<file path="config.mk">
export PLATFORM = sky130hd
export DESIGN_NAME = regfile_wb_ctrl
export DESIGN_NICKNAME = d
export VERILOG_FILES = /design/src/rtl/regfile_wb_pkg.sv /design/src/rtl/wb_fifo.sv /design/src/rtl/regfile_wb_ctrl.sv
export SDC_FILE = /design/constraint.sdc
export NUM_CORES = 1
export LEC_CHECK = 0
export CORE_UTILIZATION = 38
export DETAILED_ROUTE_END_ITERATION = 10
export GPL_TIMING_DRIVEN = 0
export HOLD_SLACK_MARGIN = 0.15
export SLEW_MARGIN = 20
export SYNTH_ARGS = -nofsm -noshare
export SYNTH_HDL_FRONTEND = slang
export SYNTH_HIERARCHICAL = 1
export SYNTH_SLANG_ARGS = --single-unit
</file>
<file path="constraint.sdc">
create_clock -name clk -period 4.6 [get_ports clk]
set_input_delay 0.46 -clock clk [delete_from_list [all_inputs] [get_ports clk]]
set_output_delay 0.46 -clock clk [all_outputs]
set_load 0.05 [all_outputs]
</file>
<file path="src/rtl/regfile_wb_pkg.sv">
// Shared parameters and types for the register-file write-back controller.
//   ADDR_W       : register address width
//   DATA_W       : register data width
//   FIFO_DEPTH   : number of multi-cycle results that can wait for a write slot
//   STARVE_LIMIT : stalled cycles with a waiting result before pipe_hold is raised
package regfile_wb_pkg;

  localparam int ADDR_W       = 5;
  localparam int DATA_W       = 32;
  localparam int FIFO_DEPTH   = 2;
  localparam int STARVE_LIMIT = 4;

  localparam int NREGS    = 1 << ADDR_W;
  localparam int ENTRY_W  = ADDR_W + DATA_W;
  localparam int STARVE_W = $clog2(STARVE_LIMIT + 1);

  // One buffered multi-cycle result.
  typedef struct packed {
    logic [ADDR_W-1:0] addr;
    logic [DATA_W-1:0] data;
  } wb_entry_t;

  // Source chosen for the write port in the current cycle.
  typedef enum logic [1:0] {
    SEL_IDLE = 2'd0,
    SEL_PIPE = 2'd1,
    SEL_FIFO = 2'd2
  } wb_sel_e;

endpackage

</file>
<file path="src/rtl/wb_fifo.sv">
// Small synchronous FIFO with valid/ready on both sides.
//   clk, rst             : clock, synchronous active-high reset (empties FIFO)
//   in_valid/in_ready    : push side; in_data captured when both high
//   in_data              : entry to store
//   out_valid/out_ready  : pop side; head removed when both high
//   out_data             : current head entry
// Handshake: a transfer happens on a rising clk edge when valid && ready on
// that side. in_ready is "not full" before any same-cycle pop, so a full FIFO
// never accepts in the cycle it is being popped.
module wb_fifo #(
  parameter int DEPTH = 2,
  parameter int WIDTH = 37
) (
  input  logic             clk,
  input  logic             rst,
  input  logic             in_valid,
  output logic             in_ready,
  input  logic [WIDTH-1:0] in_data,
  output logic             out_valid,
  input  logic             out_ready,
  output logic [WIDTH-1:0] out_data
);

  localparam int PTR_W = (DEPTH > 1) ? $clog2(DEPTH) : 1;
  localparam int CNT_W = $clog2(DEPTH + 1);

  logic [WIDTH-1:0] mem [DEPTH];
  logic [PTR_W-1:0] wr_ptr;
  logic [PTR_W-1:0] rd_ptr;
  logic [CNT_W-1:0] count;
  logic             push;
  logic             pop;

  function automatic logic [PTR_W-1:0] ptr_inc(input logic [PTR_W-1:0] p);
    return (p == PTR_W'(DEPTH - 1)) ? '0 : p + 1'b1;
  endfunction

  assign in_ready  = (count != CNT_W'(DEPTH));
  assign out_valid = (count != '0);
  assign out_data  = mem[rd_ptr];
  assign push      = in_valid && in_ready;
  assign pop       = out_valid && out_ready;

  always_ff @(posedge clk) begin
    if (rst) begin
      wr_ptr <= '0;
      rd_ptr <= '0;
      count  <= '0;
    end else begin
      if (push) wr_ptr <= ptr_inc(wr_ptr);
      if (pop)  rd_ptr <= ptr_inc(rd_ptr);
      case ({push, pop})
        2'b10:   count <= count + 1'b1;
        2'b01:   count <= count - 1'b1;
        default: count <= count;
      endcase
    end
  end

  // Storage needs no reset: entries are only read while count says valid.
  always_ff @(posedge clk) begin
    if (!rst && push) mem[wr_ptr] <= in_data;
  end

endmodule

</file>
<file path="src/rtl/regfile_wb_ctrl.sv">
// Arbitrates the single register-file write port between the pipeline
// write-back and buffered multi-cycle results, and tracks registers that
// still await a multi-cycle result (scoreboard) for decode hazard checks.
//   clk, rst                      : clock, synchronous active-high reset
//   pipe_wb_valid/addr/data       : pipeline write-back, highest priority
//   mc_valid/mc_ready/addr/data   : multi-cycle results, buffered in a FIFO
//   issue_valid/issue_addr        : marks a register as pending
//   rs_addr/rt_addr -> *_busy     : pending-result query for decode
//   pipe_hold                     : ask the pipeline to leave a free slot
//   w_ena/w_addr/w_data           : registered register-file write port
// Handshake: an mc result transfers on a rising clk edge when
// mc_valid && mc_ready; mc_ready is high whenever the FIFO is not full.
module regfile_wb_ctrl
  import regfile_wb_pkg::*;
(
  input  logic              clk,
  input  logic              rst,
  input  logic              pipe_wb_valid,
  input  logic [ADDR_W-1:0] pipe_wb_addr,
  input  logic [DATA_W-1:0] pipe_wb_data,
  input  logic              mc_valid,
  output logic              mc_ready,
  input  logic [ADDR_W-1:0] mc_addr,
  input  logic [DATA_W-1:0] mc_data,
  input  logic              issue_valid,
  input  logic [ADDR_W-1:0] issue_addr,
  input  logic [ADDR_W-1:0] rs_addr,
  input  logic [ADDR_W-1:0] rt_addr,
  output logic              rs_busy,
  output logic              rt_busy,
  output logic              pipe_hold,
  output logic              w_ena,
  output logic [ADDR_W-1:0] w_addr,
  output logic [DATA_W-1:0] w_data
);

  wb_entry_t           fifo_in;
  wb_entry_t           fifo_head;
  logic                fifo_valid;
  logic                fifo_pop;
  wb_sel_e             sel;
  logic [NREGS-1:0]    scoreboard;
  logic [NREGS-1:0]    set_mask;
  logic [NREGS-1:0]    clr_mask;
  logic [STARVE_W-1:0] starve_cnt;
  logic [STARVE_W-1:0] starve_nxt;

  assign fifo_in = '{addr: mc_addr, data: mc_data};

  wb_fifo #(
    .DEPTH (FIFO_DEPTH),
    .WIDTH (ENTRY_W)
  ) u_fifo (
    .clk       (clk),
    .rst       (rst),
    .in_valid  (mc_valid),
    .in_ready  (mc_ready),
    .in_data   (fifo_in),
    .out_valid (fifo_valid),
    .out_ready (!pipe_wb_valid),
    .out_data  (fifo_head)
  );

  always_comb begin
    sel = SEL_IDLE;
    if (pipe_wb_valid)   sel = SEL_PIPE;
    else if (fifo_valid) sel = SEL_FIFO;
  end

  assign fifo_pop = (sel == SEL_FIFO);

  // Write port. Address 0 is never written but a queued entry for it is
  // still consumed so it cannot block the FIFO.
  always_ff @(posedge clk) begin
    if (rst) begin
      w_ena  <= 1'b0;
      w_addr <= '0;
      w_data <= '0;
    end else begin
      case (sel)
        SEL_PIPE: begin
          w_ena  <= (pipe_wb_addr != '0);
          w_addr <= pipe_wb_addr;
          w_data <= pipe_wb_data;
        end
        SEL_FIFO: begin
          w_ena  <= (fifo_head.addr != '0);
          w_addr <= fifo_head.addr;
          w_data <= fifo_head.data;
        end
        default: w_ena <= 1'b0;
      endcase
    end
  end

  // Clear is applied before set so a re-issue to the register being
  // retired in the same cycle stays pending.
  always_comb begin
    set_mask = '0;
    clr_mask = '0;
    if (issue_valid && (issue_addr != '0)) set_mask[issue_addr] = 1'b1;
    if (fifo_pop) clr_mask[fifo_head.addr] = 1'b1;
  end

  always_ff @(posedge clk) begin
    if (rst) scoreboard <= '0;
    else     scoreboard <= (scoreboard & ~clr_mask) | set_mask;
  end

  assign rs_busy = (rs_addr != '0) && scoreboard[rs_addr];
  assign rt_busy = (rt_addr != '0) && scoreboard[rt_addr];

  // Starvation counter saturates at the limit; any pop or an empty FIFO
  // ends the run of stalled cycles.
  always_comb begin
    starve_nxt = '0;
    if (!fifo_pop && fifo_valid) begin
      if (starve_cnt == STARVE_W'(STARVE_LIMIT)) starve_nxt = starve_cnt;
      else                                       starve_nxt = starve_cnt + 1'b1;
    end
  end

  always_ff @(posedge clk) begin
    if (rst) begin
      starve_cnt <= '0;
      pipe_hold  <= 1'b0;
    end else begin
      starve_cnt <= starve_nxt;
      pipe_hold  <= (starve_nxt == STARVE_W'(STARVE_LIMIT));
    end
  end

endmodule

</file>
==> metrics.md <==
| Metric | Value |
|---|---|
| Drt first pass iters | `4` |
| Max clock buf depth | `2` |
| GR Util All Layers | `19.6%` |
| Remaining antenna violation count | `0` |
| Worst Setup Start Kind | `flip-flop` |
| Cts bufs inserted | `17` |
| Residual DRC | `0` |
| Sinks on Clock Net | `153` |
| Initial Util | `39.4%` |
| Crit path from | `scoreboard[10]$_SDFF_PP0_` |
| Worst-Skew Late Latency | `0.43 ns` |
| Commonest non-fill, non-tap cell in the layout | `clkdlybuf4s50_1` |
| Power per cell area | `484 nW/um2` |
| Initial antenna violation count | `1` |
| Synth Register Bits | `153` |
| Max_cap viols | `0` |
| Worst slew pin tran | `0.769 ns` |
| CP Class | `flip-flop to output pin` |
| # rows | `47` |
| Post-Syn Nets | `675` |
| Hold slack | `0.495 ns` |
| Gate power share | `31.1%` |
| Lkg Pwr | `3.15 nW` |
| Die width | `134 um` |
| Max Slew Vio Count | `0` |
| P&R area growth vs syn | `33.7%` |
| Most frequent cells in the layout | `128 x clkdlybuf4s50_1, 87 x nor2_1, 79 x dfxtp_1, 74 x edfxtp_1, 71 x a21oi_1` |
| Synthesized area | `6630 um2` |
| Status | `finished clean` |
| Routed WL | `16.8 mm` |
| Share of layout cells above drive strength 1 | `14.8%` |
| Sequential Power Share | `37.7%` |
| Final critical-path share of the clock period | `63.5%` |
| Skew final | `0.00872 ns` |
| Post-CTS Hold Buffers | `0` |
| Crit path DAT | `2.46 ns` |
| Post-CTS Setup Bufs | `0` |
| Core region area | `16800 um2` |
| Worst EP required | `4.14 ns` |
| Peak supply drop | `0.288 mV` |
| Cells after Synth | `578` |
| Final nets | `832` |
| Chip Height | `134 um` |
| Crit path time final | `2.92 ns` |
| Crit path max fanout | `3` |
| Number of H-tree levels | `4` |
| Die area | `18000 um2` |
| Fillers | `1467` |
| Largest net degree at the start of global routing | `17` |
| Final setup vio count | `0` |
| HPWL Detailed | `12.2 mm` |
| Yosys cell types | `42` |
| TritonCTS clock tree | `done` |
| Max Freq | `343 MHz` |
| EDFF count, synth | `74` |
| Number of I/O pins | `136` |
| Top cell type's share of synthesized area | `33.5%` |
| Final hold violations | `0` |
| Internal | `2.89 mW` |
| GR Overflow Total | `0` |
| Final non-filler cell area | `8860 um2` |
| Sw Share | `32.5%` |
| Vias | `5031` |
| Final Core Density | `52.7%` |
| Yosys top cell by area | `edfxtp_1` |
| HP Class | `flip-flop to flip-flop` |
| Hold path startpoint | `scoreboard[9]$_SDFF_PP0_` |
| Ys async rst share | `0%` |
| Root Driver | `clkbuf_16` |
| CP Capture Type | `output pin` |
| Average routed wire per standard cell | `17.4 um` |
| Port buffer count | `128` |
| Register area share after synthesis | `57.4%` |
| Clock power frac | `31.2%` |
| DRT iter0 DRCs | `300` |
| Area contributors post-synth | `edfxtp_1 34%, dfxtp_1 24%, mux2_2 6.1%` |
| Ys flop type | `dfxtp_1` |
| Via/cell ratio | `5.20` |
| Rel. slew slack | `48.5%` |
| Unrepaired setup endpoints after global routing | `no` |
| Gpl congestion | `0.860` |
| Yosys warns | `6` |
| Vias in the first global route | `5228` |
| First-pass GRT wire length | `26.6 mm` |
| Post-synthesis area per instance | `11.5 um2` |
| Net Switching | `1.39 mW` |
| Clock Pin Slew Worst Setup and Hold Paths | `0.07 ns` |
| PostCTS Resize Cnt | `0` |
| DP Area | `8290 um2` |
| Ant. Diodes | `0` |
## power by group through the flow
| stage | Combinational [mW] | Clock [mW] | Sequential (mW) |
|---|---|---|---|
| floorplan | 0.764 | 0 | 1.81 |
| global placement | 1.31 | 0 | 1.65 |
| detailed placement | 1.34 | 0 | 1.64 |
| CTS | 1.35 | 1.37 | 1.62 |
| global route | 1.44 | 1.43 | 1.63 |
| finish | 1.33 | 1.34 | 1.62 |
## cells in the mapped netlist (9+ instances only)
cell type / n
a21oi_1: 71
buf_2: 9
clkbuf_1: 18
dfxtp_1: 79
edfxtp_1: 74
mux2_2: 36
mux2i_1: 39
mux4_2: 10
nand2_1: 39
nand3b_1: 9
nor2_1: 87
o21ai_0: 35
## flip-flops by register name, summed over array words and instances, names as in the netlist, 2 cells and up, named ones only
signal        flops
starve_cnt        3
w_data           32
u_fifo/count      2
scoreboard       32
w_addr            5
u_fifo/mem       74
## final cells by class
| type | instances | area (um2) | share of cell area (%) |
|---|---|---|---|
| flip-flops and latches | 153 | 3800 | 42.9 |
| multi-input cells | 382 | 2640 | 29.8 |
| repair buffers | 138 | 1370 | 15.5 |
| clock buffers | 17 | 425 | 4.80 |
| well taps | 220 | 275 | 3.11 |
| plain buffers | 36 | 174 | 1.96 |
| clock inverters | 15 | 144 | 1.62 |
| inverters | 7 | 26.3 | 0.297 |
## metrics by stage
stage / TNS (ns) / setup slack [ns] / instances / total power [mW]
finish: 0 / 1.68 / 968 / 4.29
global route: 0 / 1.57 / 968 / 4.49
CTS: 0 / 1.66 / 968 / 4.33
detailed placement: 0 / 1.71 / 936 / 2.99
global placement: -106.70 / -1.60 / 926 / 2.95
floorplan: 0 / 0.391 / 578 / 2.58
## final timing paths
path | end | slack (ns) | cells past startpoint
worst max-delay path | rt_busy | 1.68 | 5
worst min-delay path | scoreboard[9]$_SDFF_PP0_ | 0.49 | 2
worst max register to register | w_ena$_SDFF_PP0_ | 1.87 | 7
worst min register to register | scoreboard[9]$_SDFF_PP0_ | 0.49 | 2
## cell families (layout without fill, tap and decap cells)
| family | Yosys count | after routing | share of synthesized area, % |
|---|---|---|---|
| adders and majority gates | 3 | 3 | 0.566 |
| muxes | 95 | 95 | 18.2 |
| DFF | 153 | 153 | 57.4 |
| AOI/OAI and AO/OA | 114 | 114 | 9.00 |
| and+or+nand+nor | 166 | 166 | 11.3 |
| xor gates and xnor gates | 4 | 4 | 0.529 |
| buffers and inverters | 43 | 213 | 3.02 |
## layer usage
metal / vias up / global-route usage (%) / routed length (um)
li1: 2406 / - / -
met3: 33 / 7.45 / 1420
met4: 0 / 8.24 / 354
met2: 193 / 32.2 / 8130
met1: 2399 / 23.0 / 6920
met5: - / 0 / 0
## critical path: stages, from the launching register on
cell and delay [ns]:
dfxtp_1 0.32, mux4_1 0.49, mux2_2 0.30, nand3b_1 0.10, nand4_1 0.11, clkdlybuf4s50_1 0.71
Note: power is estimated with default switching activity, not from simulation.
